[config.mk]
export PLATFORM = sky130hd
export DESIGN_NAME = fetch_unit_flat
export DESIGN_NICKNAME = d
export VERILOG_FILES = /design/src/rtl/fetch_unit_if.sv /design/src/rtl/fetch_unit.sv /design/src/flat_wrapper.sv
export SDC_FILE = /design/constraint.sdc
export NUM_CORES = 1
export LEC_CHECK = 0
export CAP_MARGIN = 20
export CORE_MARGIN = 4
export CORE_UTILIZATION = 40
export CTS_CLUSTER_SIZE = 8
export DETAILED_ROUTE_END_ITERATION = 10
export GPL_TIMING_DRIVEN = 0
export PLACE_DENSITY_LB_ADDON = 0.12
export SYNTH_ARGS = -nofsm -noshare
export SYNTH_HDL_FRONTEND = slang
export SYNTH_SLANG_ARGS = --single-unit
export TNS_END_PERCENT = 100
[constraint.sdc]
create_clock -name clk -period 5.3 [get_ports clk]
set_input_delay 1.325 -clock clk [delete_from_list [all_inputs] [get_ports clk]]
set_output_delay 1.325 -clock clk [all_outputs]
set_load 0.02 [all_outputs]
[src/rtl/fetch_unit_if.sv]
`default_nettype none
// ============================================================================
//  Module      : fetch_unit_if
//  Description : Bundle of the fetch stage's control, instruction-memory and
//                IF/ID signals. The master modport is the fetch unit itself;
//                the slave modport is everything around it (hazard unit,
//                branch resolution, instruction memory, decode).
//  Revision    : 1.0 - initial release
// ============================================================================
interface fetch_unit_if;
  // Control from hazard unit and branch/jump resolution
  logic        stall;
  logic        branch_taken;
  logic [15:0] branch_offset;
  logic        jump;
  logic [25:0] jump_target;
  logic        jr;
  logic [31:0] jr_target;

  // Instruction memory port
  logic [31:0] pc_out;
  logic [31:0] instr_in;

  // IF/ID register and status
  logic [31:0] ifid_instr;
  logic [31:0] ifid_pc_plus4;
  logic        ifid_valid;
  logic [31:0] fetch_count;
  logic        fetch_fault;

  modport master (
    input  stall, branch_taken, branch_offset, jump, jump_target,
           jr, jr_target, instr_in,
    output pc_out, ifid_instr, ifid_pc_plus4, ifid_valid,
           fetch_count, fetch_fault
  );

  modport slave (
    output stall, branch_taken, branch_offset, jump, jump_target,
           jr, jr_target, instr_in,
    input  pc_out, ifid_instr, ifid_pc_plus4, ifid_valid,
           fetch_count, fetch_fault
  );
endinterface
`default_nettype wire

[src/rtl/fetch_unit.sv]
`default_nettype none
// ============================================================================
//  Module      : fetch_unit
//  Description : Program counter and fetch stage. Drives the instruction
//                memory PC, captures the returned word into IF/ID, handles
//                branch / jump / jump-register redirects, stall and flush,
//                and latches a sticky fault on any misaligned or
//                out-of-range PC.
//  Revision    : 1.0 - initial release
// ============================================================================
module fetch_unit #(
  parameter logic [31:0] RESET_PC  = 32'h0000_0000,
  parameter int          ADDR_BITS = 10
) (
  input  logic          clk,
  input  logic          reset,
  fetch_unit_if.master  bus
);

  // Any PC bit at or above ADDR_BITS set means the address is not backed
  // by instruction memory.
  localparam logic [31:0] c_HI_MASK = ~((32'd1 << ADDR_BITS) - 32'd1);

  // --------------------------------------------------------------------------
  // State
  // --------------------------------------------------------------------------
  logic [31:0] r_pc;
  logic [31:0] r_ifid_instr;
  logic [31:0] r_ifid_pc_plus4;
  logic        r_ifid_valid;
  logic [31:0] r_fetch_count;
  logic        r_fetch_fault;

  // --------------------------------------------------------------------------
  // Next-PC selection
  // --------------------------------------------------------------------------
  logic        w_redirect;
  logic [31:0] w_br_target;
  logic [31:0] w_j_target;
  logic [31:0] w_redirect_target;
  logic [31:0] w_seq_pc;
  logic [31:0] w_next_pc;
  logic        w_load;
  logic        w_bad_pc;

  // Redirect inputs describe the instruction sitting in IF/ID, so they are
  // meaningless while IF/ID holds a bubble.
  assign w_redirect = r_ifid_valid & (bus.jr | bus.jump | bus.branch_taken);

  // Branch base is the branch's own PC+4; offset is in words.
  assign w_br_target = r_ifid_pc_plus4 +
                       {{14{bus.branch_offset[15]}}, bus.branch_offset, 2'b00};

  // Jump keeps the 256 MB region of the delay-slot address.
  assign w_j_target = {r_ifid_pc_plus4[31:28], bus.jump_target, 2'b00};

  // jr outranks jump, which outranks a taken branch.
  assign w_redirect_target = bus.jr   ? bus.jr_target :
                             bus.jump ? w_j_target    :
                                        w_br_target;

  assign w_seq_pc  = r_pc + 32'd4;
  assign w_next_pc = w_redirect ? w_redirect_target : w_seq_pc;

  // A PC load happens on a redirect (which beats stall) or on a normal
  // unstalled advance. Only a loaded PC is checked for faults.
  assign w_load = w_redirect | ~bus.stall;

  // Sequential overflow past the top of memory lands here as an
  // out-of-range address rather than wrapping to zero.
  assign w_bad_pc = (|w_next_pc[1:0]) | (|(w_next_pc & c_HI_MASK));

  // --------------------------------------------------------------------------
  // PC, IF/ID, counter and fault register update
  // --------------------------------------------------------------------------
  // Reset wins; a latched fault freezes the stage; otherwise load the next
  // PC and either flush IF/ID (redirect) or capture the fetched word.
  always_ff @(posedge clk) begin
    if (reset) begin
      r_pc            <= RESET_PC;
      r_ifid_instr    <= 32'd0;
      r_ifid_pc_plus4 <= 32'd0;
      r_ifid_valid    <= 1'b0;
      r_fetch_count   <= 32'd0;
      r_fetch_fault   <= 1'b0;
    end else if (!r_fetch_fault && w_load) begin
      if (w_bad_pc) begin
        // Keep the offending PC's predecessor visible for debug.
        r_fetch_fault <= 1'b1;
        r_ifid_valid  <= 1'b0;
      end else begin
        r_pc <= w_next_pc;
        if (w_redirect) begin
          // Squash the wrong-path word; pc_plus4 is left alone.
          r_ifid_instr <= 32'd0;
          r_ifid_valid <= 1'b0;
        end else begin
          r_ifid_instr    <= bus.instr_in;
          r_ifid_pc_plus4 <= w_seq_pc;
          r_ifid_valid    <= 1'b1;
          r_fetch_count   <= r_fetch_count + 32'd1;
        end
      end
    end
  end

  // --------------------------------------------------------------------------
  // Outputs
  // --------------------------------------------------------------------------
  assign bus.pc_out        = r_pc;
  assign bus.ifid_instr    = r_ifid_instr;
  assign bus.ifid_pc_plus4 = r_ifid_pc_plus4;
  assign bus.ifid_valid    = r_ifid_valid;
  assign bus.fetch_count   = r_fetch_count;
  assign bus.fetch_fault   = r_fetch_fault;

endmodule
`default_nettype wire

[src/flat_wrapper.sv]
// flat-port wrapper written by rule: the top's interface ports become plain ports
module fetch_unit_flat 
#(
  parameter logic [31:0] RESET_PC  = 32'h0000_0000,
  parameter int          ADDR_BITS = 10
)
  (clk, reset, bus_stall, bus_branch_taken, bus_branch_offset, bus_jump, bus_jump_target, bus_jr, bus_jr_target, bus_instr_in, bus_pc_out, bus_ifid_instr, bus_ifid_pc_plus4, bus_ifid_valid, bus_fetch_count, bus_fetch_fault);
  fetch_unit_if bus_i ();
  input  logic clk;
  input  logic reset;
  input wire logic [$bits(bus_i.stall)-1:0] bus_stall;
  input wire logic [$bits(bus_i.branch_taken)-1:0] bus_branch_taken;
  input wire logic [$bits(bus_i.branch_offset)-1:0] bus_branch_offset;
  input wire logic [$bits(bus_i.jump)-1:0] bus_jump;
  input wire logic [$bits(bus_i.jump_target)-1:0] bus_jump_target;
  input wire logic [$bits(bus_i.jr)-1:0] bus_jr;
  input wire logic [$bits(bus_i.jr_target)-1:0] bus_jr_target;
  input wire logic [$bits(bus_i.instr_in)-1:0] bus_instr_in;
  output wire logic [$bits(bus_i.pc_out)-1:0] bus_pc_out;
  output wire logic [$bits(bus_i.ifid_instr)-1:0] bus_ifid_instr;
  output wire logic [$bits(bus_i.ifid_pc_plus4)-1:0] bus_ifid_pc_plus4;
  output wire logic [$bits(bus_i.ifid_valid)-1:0] bus_ifid_valid;
  output wire logic [$bits(bus_i.fetch_count)-1:0] bus_fetch_count;
  output wire logic [$bits(bus_i.fetch_fault)-1:0] bus_fetch_fault;
  assign bus_i.stall = bus_stall;
  assign bus_i.branch_taken = bus_branch_taken;
  assign bus_i.branch_offset = bus_branch_offset;
  assign bus_i.jump = bus_jump;
  assign bus_i.jump_target = bus_jump_target;
  assign bus_i.jr = bus_jr;
  assign bus_i.jr_target = bus_jr_target;
  assign bus_i.instr_in = bus_instr_in;
  assign bus_pc_out = bus_i.pc_out;
  assign bus_ifid_instr = bus_i.ifid_instr;
  assign bus_ifid_pc_plus4 = bus_i.ifid_pc_plus4;
  assign bus_ifid_valid = bus_i.ifid_valid;
  assign bus_fetch_count = bus_i.fetch_count;
  assign bus_fetch_fault = bus_i.fetch_fault;
  fetch_unit #(.RESET_PC(RESET_PC), .ADDR_BITS(ADDR_BITS)) u_core (.clk(clk), .reset(reset), .bus(bus_i));
endmodule
==> results.yml <==
synth:
  ys_seq_area_share_pct: 30.6
  postSynthAreaPerCell_um2: 7.77
  synth-seq-cells: 130
  synth_async_sr_flop_share_pct: 0
  synthCells: 1094
  netlist-cell-type-count: 76
  synth_area_um2: 8500
  yosys_warnings: 0
  synth_top_flop_cell: "dfxtp_1"
  synth_edf_count: 0
  synth_fp_nets: 1238
clocking:
  clk_latency_ps: 440
  cts_sinks: 130
  cts_tree: "yes"
  cts_max_path_buffers: 2
  cts_buffers: 17
  htree_num_levels: 4
  cts-hold-fix-buffers: 0
  cts-root-buf: "clkbuf_16"
  path_clk_slew_ps: 70
final_layout:
  fin_area_um2: 12000
  final_cell_mix: "clkdlybuf4s50_1 (240), dfxtp_1 (130), a21oi_1 (121), nand2_1 (82), o21ai_0 (72)"
  fillers: 1993
  final_common_cell: "clkdlybuf4s50_1"
  drive_gt1_share_pct: 8.35
  final_nets: 1497
  stdcell_count: 1642
  areaGrowthSynthToFinish_pct: 41.2
  final_util_pct: 57.3
timing:
  tightest_slew_ps: 944
  relSlewSlack_pct: 36.5
  slew_viol_final: 0
  min_period_ps: 5190
  setup_viol: 0
  clock_skew_ps: 10.4
  period_share_pct: 97.9
  hold_viol: 0
  fmax_mhz: 193
die:
  die_w_um: 154
  die_h_um: 154
  dieArea_um2: 23700
  core_um2: 21000
  rows: 53
  io_pins: 242
  start_util_pct: 40.6
placed_design:
  dp.cells: 1612
  gp_congestion: 0.943
  placed_area_um2: 11300
  dp_hpwl_um: 26800
  io_buffers: 241
worst_hold_path:
  hp-class: "flip-flop to flip-flop"
run:
  cap_violations: 0
worst_setup_path:
  cp_cell_sequence: "clkdlybuf4s50_1 > ha_1 > fa_1 > a211oi_2 > o211ai_1 > a31oi_2 > o211ai_1 > and3_1 > o31a_1 > or2_1 > or4_4 > buf_4 > or4_1 > a21oi_1"
  cpMaxStageDelayCell: "or4_4"
  worstPathRequired_ps: 5660
  critPathMaxFanout: 10
  critPathKind: "input pin to flip-flop"
  path_common_cell: "o211ai_1"
  cp_slowest_stage_delay_ps: 580
  worstPathArrival_ps: 5550
  cp-end-kind: "flip-flop"
  startpoint_type: "input pin"
global_routing:
  grt_pass1_vias: 9345
  grt_pass1_wl_um: 53400
  grt_start_max_net_pins: 17
  antenna_found_initial: 1
  overflow: 0
  grt_usage_pct: 28.2
power:
  vdd_drop_max_mv: 0.254
  powerDensity_nw_per_um2: 372
  cellLeakagePower_nw: 4.01
routing:
  ant_nets: 0
  via_per_inst: 6.01
  drcViolationCount: 0
  drt_first_pass_iters: 6
  routed-via-count: 9873
  avgRoutedWirePerCell_um: 21.3
  drt-total-wl_um: 34900
  drt_iter0_markers: 716
run_status:
  status: "complete, no violations"
[timing repair]
item,4_1_cts,5_1_grt
resized for setup,19,23
gates cloned,0,0
setup endpoints to repair,130,126
pin swaps,3,7
setup buffers,4,4
[cell families after synthesis]
group                      synth area share, %
AOI/OAI and AO/OA                         26.7
xor gates and xnor gates                  3.19
adders and majority gates                 4.80
buffers and inverters                     5.33
DFF                                       30.6
muxes                                     1.44
and+or+nand+nor                           27.9
[state kept, by name, summed over array words and instances (netlist names)]
register,flops
u_core.bus.pc_out,32
u_core.bus.ifid_valid,1
u_core.bus.fetch_count,32
u_core.bus.ifid_pc_plus4,32
u_core.bus.fetch_fault,1
u_core.bus.ifid_instr,32
[report_power, final]
group	internal [mW]	switching, mW	leakage [nW]
Clock	0.620	0.545	0.271
Combinational	0.711	1.43	2.69
Sequential	1.08	0.0826	1.05
[worst max-delay path, delay by kind of cell]
| kind | cells | cell delay, ps |
|---|---|---|
| compound gates | 6 | 1290 |
| buf+inv | 2 | 630 |
| simple gates | 4 | 1600 |
| fa+ha+maj | 2 | 670 |
[final timing paths]
kind / start / endpoint / slack (ps) / cells past startpoint
worst min register to register: u_core.bus.ifid_instr[14] / u_core.bus.ifid_instr[14] / 470 / 2
worst max register to register: u_core.bus.pc_out[2] / u_core.bus.fetch_count[26] / 770 / 14
worst min-delay path: u_core.bus.ifid_instr[14] / u_core.bus.ifid_instr[14] / 470 / 2
worst max-delay path: bus_branch_offset[0] / u_core.bus.fetch_count[21] / 110 / 14
[area by class of cell]
class	count	area, um^2	area share (%)
multi-input cells	856	5580	46.5
well taps	275	344	2.87
flip-flops and latches	130	2600	21.7
repair buffers	251	2490	20.7
plain buffers	74	337	2.80
diodes	1	2.50	0.0208
clock inverters	15	141	1.18
inverters	23	86.3	0.719
clock buffers	17	425	3.54
[through the flow]
stage,hold slack (ps),power [mW],setup WS [ps],setup TNS [ps]
4_1_cts,474,4.41,37.2,0
5_1_grt,495,4.68,-17.3,-25.2
6_report,473,4.47,111,0
3_3_place_gp,456,3.21,-1320,-144350
3_5_place_dp,464,3.22,-1350,-140980
2_1_floorplan,471,2.38,339,0
[cells in the mapped netlist (14+ instances only)]
library cell	instances	area share, %
nor3b_1	47	4.1
clkbuf_1	61	2.7
nor3_1	31	1.8
nand4_1	55	4.0
nor2_1	66	2.9
buf_2	14	0.82
nand3_1	34	2.0
inv_1	22	0.97
ha_1	31	4.6
nor4_1	14	1.0
o211ai_1	18	1.6
a211oi_1	25	2.2
dfxtp_1	130	31
xnor2_1	20	2.1
nand2_1	82	3.6
a21oi_1	123	7.2
or4_1	27	2.4
o31ai_1	23	2.0
o21ai_0	75	4.4
[metal layers]
| layer | up-vias | wire (um) | global-route usage (%) |
|---|---|---|---|
| met1 | 4699 | 15900 | 40.4 |
| met5 | - | 0 | 0 |
| met2 | 400 | 15700 | 43.6 |
| li1 | 4716 | - | - |
| met3 | 58 | 2540 | 4.73 |
| met4 | 0 | 848 | 8.70 |
Power figures use the tool's default switching activity.
